==> src/rtl/vmx_execute_engine_p_if.sv <==
// Queue-side bundle of the VMX execute engine: ISA/AEQ pop ports and the EAQ push port.
// master = engine side, slave = queue side.
interface vmx_execute_engine_p_if #(
    parameter int LANES  = 4,
    parameter int DATA_W = 16,
    parameter int ACC_W  = 32
);
    logic [31:0]             ISA_FIFO_DATA;
    logic                    ISA_FIFO_EMPTY;
    logic                    ISA_FIFO_RENA;
    logic [LANES*DATA_W-1:0] AEQ_FIFO_DATA;
    logic                    AEQ_FIFO_EMPTY;
    logic                    AEQ_FIFO_RENA;
    logic [LANES*ACC_W-1:0]  EAQ_FIFO_DATA;
    logic                    EAQ_FIFO_FULL;
    logic                    EAQ_FIFO_WENA;

    modport master (
        input  ISA_FIFO_DATA, ISA_FIFO_EMPTY, AEQ_FIFO_DATA, AEQ_FIFO_EMPTY, EAQ_FIFO_FULL,
        output ISA_FIFO_RENA, AEQ_FIFO_RENA, EAQ_FIFO_DATA, EAQ_FIFO_WENA
    );

    modport slave (
        output ISA_FIFO_DATA, ISA_FIFO_EMPTY, AEQ_FIFO_DATA, AEQ_FIFO_EMPTY, EAQ_FIFO_FULL,
        input  ISA_FIFO_RENA, AEQ_FIFO_RENA, EAQ_FIFO_DATA, EAQ_FIFO_WENA
    );
endinterface

==> src/rtl/vmx_execute_engine_p.sv <==
// VMX execute engine: decodes ISA words and runs LANES-wide MAC / element-wise multiply
// over AEQ operand beats, pushing registered per-lane results to the EAQ.
module vmx_execute_engine_p #(
    parameter int LANES  = 4,
    parameter int DATA_W = 16,
    parameter int ACC_W  = 32,
    parameter int CNT_W  = 8
) (
    input  logic                  clk,
    input  logic                  rst_n,
    input  logic                  sw_rst,
    input  logic                  halt,
    vmx_execute_engine_p_if.master bus,
    output logic                  BUSY,
    output logic                  ERR
);

    typedef enum logic [2:0] {
        S_IDLE, S_DECODE, S_LOADW, S_MAC, S_EW, S_WRITE
    } state_t;

    localparam logic [3:0] OP_LOADW = 4'd0;
    localparam logic [3:0] OP_MAC   = 4'd1;
    localparam logic [3:0] OP_EW    = 4'd2;
    localparam logic [3:0] OP_NOP   = 4'd3;
    localparam logic [CNT_W:0] CTR_ONE = {{CNT_W{1'b0}}, 1'b1};

    // Full-precision product, sign- or zero-extended to the accumulator width.
    function automatic logic [ACC_W-1:0] ext_prod(input logic [DATA_W-1:0] w,
                                                  input logic [DATA_W-1:0] d,
                                                  input logic              sgn);
        logic signed [2*DATA_W-1:0] ps;
        logic        [2*DATA_W-1:0] pu;
        ps = (2*DATA_W)'($signed(w)) * (2*DATA_W)'($signed(d));
        pu = (2*DATA_W)'(w) * (2*DATA_W)'(d);
        if (sgn) return ACC_W'(ps);
        return ACC_W'(pu);
    endfunction

    // Accumulation wraps modulo 2^ACC_W by design.
    function automatic logic [ACC_W-1:0] acc_wrap(input logic [ACC_W-1:0] a,
                                                  input logic [ACC_W-1:0] b);
        return a + b;
    endfunction

    state_t                  state_q, state_d;
    logic [3:0]              op_q, op_d;
    logic                    sgn_q, sgn_d;
    logic [CNT_W-1:0]        cnt_q, cnt_d;
    logic [CNT_W:0]          ctr_q, ctr_d;
    logic [LANES*DATA_W-1:0] w_q, w_d;
    logic [LANES*ACC_W-1:0]  acc_q, acc_d;
    logic [LANES*ACC_W-1:0]  eaq_q, eaq_d;
    logic                    err_q, err_d;
    logic                    isa_rena, aeq_rena, eaq_wena;
    logic                    rst_act;
    logic                    unused_isa_bits;

    assign rst_act         = !rst_n || sw_rst;
    assign unused_isa_bits = ^{bus.ISA_FIFO_DATA[31:8+CNT_W], bus.ISA_FIFO_DATA[7:5]};

    always_comb begin
        state_d  = state_q;
        op_d     = op_q;
        sgn_d    = sgn_q;
        cnt_d    = cnt_q;
        ctr_d    = ctr_q;
        w_d      = w_q;
        acc_d    = acc_q;
        eaq_d    = eaq_q;
        err_d    = err_q;
        isa_rena = 1'b0;
        aeq_rena = 1'b0;
        eaq_wena = 1'b0;
        // Reset and halt both suppress every strobe, so the queues never move.
        if (!rst_act && !halt) begin
            case (state_q)
                S_IDLE: if (!bus.ISA_FIFO_EMPTY) begin
                    isa_rena = 1'b1;
                    op_d     = bus.ISA_FIFO_DATA[3:0];
                    sgn_d    = bus.ISA_FIFO_DATA[4];
                    cnt_d    = bus.ISA_FIFO_DATA[8 +: CNT_W];
                    acc_d    = '0;
                    ctr_d    = '0;
                    state_d  = S_DECODE;
                end
                S_DECODE: begin
                    case (op_q)
                        OP_LOADW: state_d = S_LOADW;
                        OP_MAC:   state_d = S_MAC;
                        OP_EW:    state_d = S_EW;
                        OP_NOP:   state_d = S_IDLE;
                        default: begin
                            state_d = S_IDLE;
                            err_d   = 1'b1;
                        end
                    endcase
                end
                S_LOADW: if (!bus.AEQ_FIFO_EMPTY) begin
                    aeq_rena = 1'b1;
                    w_d      = bus.AEQ_FIFO_DATA;
                    state_d  = S_IDLE;
                end
                S_MAC: if (!bus.AEQ_FIFO_EMPTY) begin
                    aeq_rena = 1'b1;
                    for (int i = 0; i < LANES; i++) begin
                        acc_d[i*ACC_W +: ACC_W] = acc_wrap(acc_q[i*ACC_W +: ACC_W],
                            ext_prod(w_q[i*DATA_W +: DATA_W], bus.AEQ_FIFO_DATA[i*DATA_W +: DATA_W], sgn_q));
                    end
                    ctr_d = ctr_q + CTR_ONE;
                    if (ctr_q == {1'b0, cnt_q}) begin
                        eaq_d   = acc_d;
                        state_d = S_WRITE;
                    end
                end
                S_EW: if (!bus.AEQ_FIFO_EMPTY) begin
                    aeq_rena = 1'b1;
                    for (int i = 0; i < LANES; i++) begin
                        eaq_d[i*ACC_W +: ACC_W] = ext_prod(w_q[i*DATA_W +: DATA_W],
                            bus.AEQ_FIFO_DATA[i*DATA_W +: DATA_W], sgn_q);
                    end
                    ctr_d   = ctr_q + CTR_ONE;
                    state_d = S_WRITE;
                end
                S_WRITE: if (!bus.EAQ_FIFO_FULL) begin
                    eaq_wena = 1'b1;
                    // ctr counts beats already consumed, so ctr <= cnt means beats remain.
                    if (op_q == OP_EW && ctr_q <= {1'b0, cnt_q}) state_d = S_EW;
                    else                                        state_d = S_IDLE;
                end
                default: state_d = S_IDLE;
            endcase
        end
    end

    always_ff @(posedge clk) begin
        if (rst_act) begin
            state_q <= S_IDLE;
            op_q    <= '0;
            sgn_q   <= 1'b0;
            cnt_q   <= '0;
            ctr_q   <= '0;
            w_q     <= '0;
            acc_q   <= '0;
            eaq_q   <= '0;
            err_q   <= 1'b0;
        end else begin
            state_q <= state_d;
            op_q    <= op_d;
            sgn_q   <= sgn_d;
            cnt_q   <= cnt_d;
            ctr_q   <= ctr_d;
            w_q     <= w_d;
            acc_q   <= acc_d;
            eaq_q   <= eaq_d;
            err_q   <= err_d;
        end
    end

    assign bus.ISA_FIFO_RENA = isa_rena;
    assign bus.AEQ_FIFO_RENA = aeq_rena;
    assign bus.EAQ_FIFO_WENA = eaq_wena;
    assign bus.EAQ_FIFO_DATA = eaq_q;
    assign BUSY              = (state_q != S_IDLE);
    assign ERR               = err_q;

endmodule
==> src/flat_wrapper.sv <==
// flat-port wrapper written by rule: the top's interface ports become plain ports
module vmx_execute_engine_p_flat 
#(
    parameter int LANES  = 4,
    parameter int DATA_W = 16,
    parameter int ACC_W  = 32,
    parameter int CNT_W  = 8
)
  (clk, rst_n, sw_rst, halt, BUSY, ERR, bus_ISA_FIFO_DATA, bus_ISA_FIFO_EMPTY, bus_AEQ_FIFO_DATA, bus_AEQ_FIFO_EMPTY, bus_EAQ_FIFO_FULL, bus_ISA_FIFO_RENA, bus_AEQ_FIFO_RENA, bus_EAQ_FIFO_DATA, bus_EAQ_FIFO_WENA);
  vmx_execute_engine_p_if #(.LANES(LANES), .DATA_W(DATA_W), .ACC_W(ACC_W)) bus_i ();
  input  logic clk;
  input  logic rst_n;
  input  logic sw_rst;
  input  logic halt;
  output logic BUSY;
  output logic ERR;
  input wire logic [$bits(bus_i.ISA_FIFO_DATA)-1:0] bus_ISA_FIFO_DATA;
  input wire logic [$bits(bus_i.ISA_FIFO_EMPTY)-1:0] bus_ISA_FIFO_EMPTY;
  input wire logic [$bits(bus_i.AEQ_FIFO_DATA)-1:0] bus_AEQ_FIFO_DATA;
  input wire logic [$bits(bus_i.AEQ_FIFO_EMPTY)-1:0] bus_AEQ_FIFO_EMPTY;
  input wire logic [$bits(bus_i.EAQ_FIFO_FULL)-1:0] bus_EAQ_FIFO_FULL;
  output wire logic [$bits(bus_i.ISA_FIFO_RENA)-1:0] bus_ISA_FIFO_RENA;
  output wire logic [$bits(bus_i.AEQ_FIFO_RENA)-1:0] bus_AEQ_FIFO_RENA;
  output wire logic [$bits(bus_i.EAQ_FIFO_DATA)-1:0] bus_EAQ_FIFO_DATA;
  output wire logic [$bits(bus_i.EAQ_FIFO_WENA)-1:0] bus_EAQ_FIFO_WENA;
  assign bus_i.ISA_FIFO_DATA = bus_ISA_FIFO_DATA;
  assign bus_i.ISA_FIFO_EMPTY = bus_ISA_FIFO_EMPTY;
  assign bus_i.AEQ_FIFO_DATA = bus_AEQ_FIFO_DATA;
  assign bus_i.AEQ_FIFO_EMPTY = bus_AEQ_FIFO_EMPTY;
  assign bus_i.EAQ_FIFO_FULL = bus_EAQ_FIFO_FULL;
  assign bus_ISA_FIFO_RENA = bus_i.ISA_FIFO_RENA;
  assign bus_AEQ_FIFO_RENA = bus_i.AEQ_FIFO_RENA;
  assign bus_EAQ_FIFO_DATA = bus_i.EAQ_FIFO_DATA;
  assign bus_EAQ_FIFO_WENA = bus_i.EAQ_FIFO_WENA;
  vmx_execute_engine_p #(.LANES(LANES), .DATA_W(DATA_W), .ACC_W(ACC_W), .CNT_W(CNT_W)) u_core (.clk(clk), .rst_n(rst_n), .sw_rst(sw_rst), .halt(halt), .bus(bus_i), .BUSY(BUSY), .ERR(ERR));
endmodule
==> config.mk <==
export PLATFORM = sky130hd
export DESIGN_NAME = vmx_execute_engine_p_flat
export DESIGN_NICKNAME = d
export VERILOG_FILES = /design/src/rtl/vmx_execute_engine_p_if.sv /design/src/rtl/vmx_execute_engine_p.sv /design/src/flat_wrapper.sv
export SDC_FILE = /design/constraint.sdc
export NUM_CORES = 2
export LEC_CHECK = 0
export ABC_AREA = 1
export BUFFER_PORTS_ARGS = -buffer_cell sky130_fd_sc_hd__buf_2
export CAP_MARGIN = 15
export CORE_ASPECT_RATIO = 1.75
export CORE_UTILIZATION = 65
export CTS_BUF_LIST = sky130_fd_sc_hd__clkbuf_4 sky130_fd_sc_hd__clkbuf_8
export CTS_CLUSTER_DIAMETER = 200
export DETAILED_ROUTE_END_ITERATION = 10
export GPL_TIMING_DRIVEN = 0
export HOLD_SLACK_MARGIN = 0.1
export PLACE_DENSITY = 0.8
export SLEW_MARGIN = 20
export SYNTH_ARGS = -nofsm -noshare
export SYNTH_HDL_FRONTEND = slang
export SYNTH_SLANG_ARGS = --single-unit
==> constraint.sdc <==
create_clock -name clk -period 22.4 [get_ports clk]
set_input_delay 3.36 -clock clk [delete_from_list [all_inputs] [get_ports clk]]
set_output_delay 3.36 -clock clk [all_outputs]
set_load 0.05 [all_outputs]
# After elaboration in Yosys (flattened, before gate mapping)
# Index checks and enable logic that the tools add are counted.
totals:
  register_bits: 346
  ram_bits: 0
  latch_bits: 0
  out_inout_bits: 133
  in_bits: 103
  wordCells: 122
  rom_bits: 0
  mem_count: 0
classes:
  order_cmp: 1
  shift: 0
  mux: 58
  n_div: 0
  addsub: 5
  n_reduce_logical: 22
  bitwise_logic: 3
  n_mul: 8
  n_eq_ne: 16
op_table:
  columns: ["op", "count"]
  rows:
  - ["$mux 32", 24]
  - ["$mux 128", 5]
  - ["$pmux 128 s2", 2]
  - ["$mul 16x16->32", 8]
  - ["$add 32x32->32", 4]
  - ["$mux 3", 7]
  - ["$mux 9", 2]
  - ["$pmux 3 s6", 1]
  - ["$pmux 9 s2", 1]
  - ["$mux 1", 15]
  - ["$ne 2x2->1 const B", 6]
  - ["$add 9x1->9 const B", 1]
  - ["$eq 9x8->1", 1]
  - ["$le 9x8->1", 1]
  - ["$pmux 3 s3", 1]
  - ["$reduce_and 3->1", 3]
  - ["$eq 4x2->1 const B", 2]
  - ["$reduce_and 4->1", 2]
  - ["$reduce_and 7->1", 1]
  - ["$eq 3x2->1 const B", 2]
  - ["$eq 3x3->1 const B", 2]
  - ["$reduce_bool 2->1", 3]
  - ["$reduce_and 5->1", 1]
  - ["$eq 4x1->1 const B", 1]
  - ["other kinds (12)", 17]

# Depth between registers and ports, before layout
logic_depth:
  ltp_word: 13
  mapped_depth: 44
  ltp_nobuf: 42

# Worst setup path before layout
# OpenSTA, ideal clock, no wires.
synth_timing:
  path_type: "input-to-reg"
  startpoint: "input port bus_AEQ_FIFO_DATA[33]"
  endpoint: "register u_core.eaq_q[89], in the netlist u_core.bus.EAQ_FIFO_DATA[89]"
  t_arrival_ps: 9981
  t_required_ps: 22268
  path_buffers: 2
  setup_time_ps: 132
  cell_stages: 36
  setup_slack_ps: 12287
  path_cell_list: "clkbuf_1 clkbuf_1 nand2_1 fa_1 fa_1 inv_1 fa_1 inv_1 fa_1 inv_1 fa_1 inv_1 fa_1 inv_1 ha_1 nand2_1 inv_1 a21oi_1 nand3_1 nand2_1 nand3_1 or2_2 nand3_1 nand2_1 ha_1 nand2_1 nor4_1 nand3_1 nand3_1 nand2_1 nand2_1 nand2_1 nand2_1 nand2_1 nand3_1 a21oi_1"
synth_between:
  elab_chain_len: 10
  word_cells_on_any_way: 13
  cone_classes: "1 x add/sub; 2 x mul; 10 x mux"
synth_rtl:
  columns: ["item", "line_no", "rtl"]
  rows:
  - ["start, declared", "flat_wrapper.sv:19", "input wire logic [$bits(bus_i.AEQ_FIFO_DATA)-1:0] bus_AEQ_FIFO_DATA;"]
  - ["$mul 16x16->32", "vmx_execute_engine_p.sv:34", "ps = (2*DATA_W)'($signed(w)) * (2*DATA_W)'($signed(d));"]
  - ["$mux 32", "vmx_execute_engine_p.sv:36", "if (sgn) return ACC_W'(ps);"]
  - ["$mux 32", "vmx_execute_engine_p.sv:37", "return ACC_W'(pu);"]
  - ["$mux 32", "vmx_execute_engine_p.sv:104", "S_MAC: if (!bus.AEQ_FIFO_EMPTY) begin"]
  - ["$mux 32", "vmx_execute_engine_p.sv:77", "case (state_q)"]
  - ["$mux 32", "vmx_execute_engine_p.sv:76", "if (!rst_act && !halt) begin"]
  - ["$add 32x32->32", "vmx_execute_engine_p.sv:43", "return a + b;"]
  - ["$mux 128", "vmx_execute_engine_p.sv:111", "if (ctr_q == {1'b0, cnt_q}) begin"]
  - ["$mux 128", "vmx_execute_engine_p.sv:104", null]
  - ["$pmux 128 s2 *", "vmx_execute_engine_p.sv:77", null]
  - ["end signal, assigned", "vmx_execute_engine_p.sv:155", "eaq_q <= eaq_d;"]
  - ["end, declared", "vmx_execute_engine_p.sv:53", "logic [LANES*ACC_W-1:0] eaq_q, eaq_d;"]
# Every way passes the cells marked *; elsewhere a longest branch is shown, timed or not. The select of a mux whose other input is x is not followed.
# A chain may end at the register's enable or synchronous reset.

# Final worst setup path
layout_timing:
  startpoint: "input port bus_AEQ_FIFO_DATA[8]"
  endpoint: "register u_core.eaq_q[25], in the netlist u_core.bus.EAQ_FIFO_DATA[25]"
# The elaborated chain is that of the path after synthesis.

==> summary.log <==
qor: sta.fin_crit 12410 ps
qor: synthesis.synth_area 86270 um2
qor: global_route.initial_antenna_violation_count 31
qor: synthesis.synth_top_area_share 33.88%
qor: pwr.clk_network_pwr_share 47.0%
qor: synthesis.ffs_latches_synth 346
qor: clocking.post_cts_hold_buffer_count 0
qor: placed_design.place_area 89260 um2
qor: clocking.htreeDepth 2
qor: routing.totalWireLength 344100 um
qor: sta.worstMarginPinSlew 1271 ps
qor: setup_path.timing.rr.start u_core.w_q[8]
qor: pwr.ir_worst_vdd 0.04392 mV
qor: synthesis.synth_largest_area_cell fa_1
qor: floorplanning.die_y 483.9 um
qor: synthesis.synth-warning-count 0
qor: sta.holdWs 463.1 ps
qor: setup_path.endpoint_kind flip-flop
qor: layout.layout.filler_cells 11100
qor: setup_path.rr_worst_depth 33
qor: sta.finalSetupTns 0 ps
qor: pwr.switching_share 33.11%
qor: synthesis.netlist_instances 12220
qor: sta.final_clock_skew 73.59 ps
qor: floorplanning.start_util 65.62%
qor: synthesis.netlist-cell-type-count 47
qor: synthesis.ys_top_cells_by_count 3129 x inv_1, 2995 x nand2_1, 1460 x fa_1
qor: routing.dr_iter_0_viols 8029
qor: flow_run.maxCapViolations 0
qor: floorplanning.floorplan.io_pins 236
qor: pwr.pwr_density_cell 17.76 nW/um2
qor: setup_path.rr_endpoint u_core.bus.EAQ_FIFO_DATA[25]
qor: routing.ant_nets 0
qor: clocking.root_buf_cell clkbuf_8
qor: sta.setup_viol 0
qor: floorplanning.die_w 277.4 um
qor: routing.routedWlPerCell 24.24 um
qor: placed_design.globalplace.congestion 1.124
qor: sta.maxClockFrequency 0.08060 GHz
qor: setup_path.cp_num_buf_inv 8
qor: synthesis.async_flop_share 0%
qor: placed_design.dp.final_hpwl 288600 um
qor: pwr.p_comb_share 14.8%
qor: pwr.power_switching 0.5337 mW
qor: setup_path.timing.reg2reg.setup_slack 11920 ps
qor: min_path.type_of_the_tightest_min_delay_check reg2reg
qor: layout.layout-area-overhead-vs-synth 5.215%
qor: setup_path.startpoint_type input pin
qor: floorplanning.placementRows 176
qor: clocking.clk_pin_slew 70 ps
qor: layout.final_layout_size_suffix_gt1_share 3.254%
qor: clocking.post-cts-setup-buffers 0
qor: global_route.first_pass_grt_wire_length 517300 um
qor: pwr.static_leakage 52.22 nW
qor: sta.post-route-period-util 55.38%
qor: synthesis.synth-edff-count 0
qor: layout.finish.net_count 14750
qor: setup_path.cpMostUsedCell inv_1
qor: min_path.hold-path-endpoint u_core.bus.EAQ_FIFO_DATA[123]
qor: clocking.tritoncts.num_buffers 57
qor: sta.slew-limit-headroom 15.29%
qor: sta.hold_violations 0
qor: global_route.global_route.overflow_total 0
qor: synthesis.synth_sequential_area_ratio 8.029%
qor: synthesis.synth_flop_cell dfxtp_1
qor: clocking.clock_latency 850 ps
qor: outcome.run_status finished clean
qor: pwr.seq_power_share 38.2%
qor: floorplanning.fp.dieArea 134200 um2
qor: setup_path.maximum_single_stage_delay_on_the_critical_path 880 ps
qor: pwr.p_int 1.078 mW
qor: routing.num_vias 84820
qor: clocking.numClockSinks 346
qor: clocking.post_cts.resized_instances 0
qor: sta.report.final.slew_viol_count 0
qor: floorplanning.floorplan.core_area 131500 um2
qor: setup_path.timing_worst_setup_path_type in2reg
qor: global_route.grt_start_max_net_pins 15
qor: routing.post-route-drc-count 0
qor: placed_design.port_buffers 152
qor: setup_path.required_time_of_the_critical_path 23160 ps
qor: global_route.first_global_vias 90120
qor: synthesis.post_synthesis_mean_instance_area 7.063 um2
qor: routing.detailedRoute.firstPassIterationCount 9
qor: setup_path.critical_path.top_delay_family adder cells
qor: setup_path.path_max_fanout 10
qor: min_path.holdCritStartpoint u_core.bus.EAQ_FIFO_DATA[123]
qor: pwr.report.power.total 1.612 mW
qor: min_path.min_delay_path_depth 2
qor: synthesis.post_synth_main_area_contributors fa_1 34%, inv_1 14%, nand2_1 13%
qor: setup_path.cp.arrival 13160 ps
qor: setup_path.worst-path-stages 33
qor: setup_path.slowest_cell_on_the_critical_path a21oi_1
qor: routing.viasPerCell 5.975
qor: sta.rsz_0062_raised_after_global_routing no
qor: synthesis.net_count_after_synthesis 14530
qor: global_route.gr-usage-all-layers 52.04%
qor: layout.finish.instance_area 90770 um2
qor: clocking.cts_tree built
qor: clocking.cts_buffer_depth 3
qor: synthesis.synthMostInstantiatedCell inv_1
[power groups by stage]
stage / combinational [mW] / sequential [mW] / clock, mW
floorplan: 0.135 / 0.630 / 0
global placement: 0.219 / 0.630 / 0
detailed placement: 0.224 / 0.630 / 0
CTS: 0.226 / 0.616 / 0.741
global route: 0.252 / 0.615 / 0.769
finish: 0.238 / 0.616 / 0.758
[cell families after synthesis]
family | after synthesis | share of synthesized area (%)
muxes | 6 | 0.06962
buffers and inverters | 3570 | 15.62
and+or+nand+nor | 4614 | 21.74
AOI/OAI and AO/OA | 1343 | 8.487
xor gates and xnor gates | 120 | 1.218
DFF | 346 | 8.029
adders and majority gates | 2216 | 44.84
[per-stage QoR]
| stage | util, % | worst slack, ps | std cells |
|---|---|---|---|
| global route | 69.00 | 9891 | 14170 |
| floorplan | - | 12290 | 12220 |
| detailed placement | 67.90 | 9809 | 14060 |
| finish | 69.05 | 9994 | 14200 |
| global placement | 67.81 | 9840 | 14060 |
| CTS | 68.99 | 10600 | 14170 |
[worst max-delay path by stage]
stage / from / end / slack (ps)
final: bus_AEQ_FIFO_DATA[8] / u_core.bus.EAQ_FIFO_DATA[25] / 9990
after global routing: bus_AEQ_FIFO_DATA[8] / u_core.bus.EAQ_FIFO_DATA[25] / 9890
after CTS: bus_AEQ_FIFO_DATA[1] / u_core.bus.EAQ_FIFO_DATA[21] / 10600
after detailed placement: bus_AEQ_FIFO_DATA[1] / u_core.bus.EAQ_FIFO_DATA[21] / 9810
after global placement: bus_AEQ_FIFO_DATA[1] / u_core.bus.EAQ_FIFO_DATA[21] / 9840
after floorplan: bus_AEQ_FIFO_DATA[33] / u_core.bus.EAQ_FIFO_DATA[89] / 12290
[routing by layer]
metal  track usage (%)  wire length, um  vias up
met4             60.55            49550       16
li1                  -                -    36970
met5                 0              104        -
met3             16.73            38370     2486
met2             84.09           157400     5523
met1             48.43            98610    39820
[cell type report]
cell class	count	area [um2]	area share, %
Timing Repair Buffer	155	828.3	0.9125
Clock buffer	79	1025	1.129
Buffer	430	1748	1.926
Antenna cell	27	67.56	0.07443
Tap cell	1691	2116	2.331
Multi-Input combinational cell	8299	65870	72.57
Sequential cell	346	6927	7.631
Clock inverter	28	402.9	0.4438
Inverter	3140	11790	12.98
[registers in the layout, indices dropped and copies added (netlist names)]
signal	count
u_core.cnt_q	8
u_core.state_q	3
u_core.bus.EAQ_FIFO_DATA	128
u_core.sgn_q	1
u_core.w_q	64
u_core.op_q	4
u_core.ctr_q	9
u_core.acc_q	128
u_core.ERR	1
[layout by cell type, fill, tap and decap left out, drive strengths merged, types with 6 or more instances in the layout]
cell         n
mux2i        6
or2         45
inv       3137
diode       27
nand2     2997
clkinv      16
nor4        15
xnor2       54
fa        1460
a21oi      705
o21a        19
a22oi       11
nand3      604
xor2        66
o21bai      76
o21ai      387
ha         756
clkbuf     462
a21o        57
buf        202
nand4       91
nor3        85
bufinv       9
nand3b      34
clkinvlp     6
a21boi      11
o211ai      43
a31oi       26
nor2       732
dfxtp      346
[tightest hold or removal path, delay by kind of cell (launching register included)]
family	cells	cell delay (ps)
and+or+nand+nor	1	60
AOI/OAI and AO/OA	1	50
DFF	1	310
Note: power is estimated with default switching activity, not from simulation.
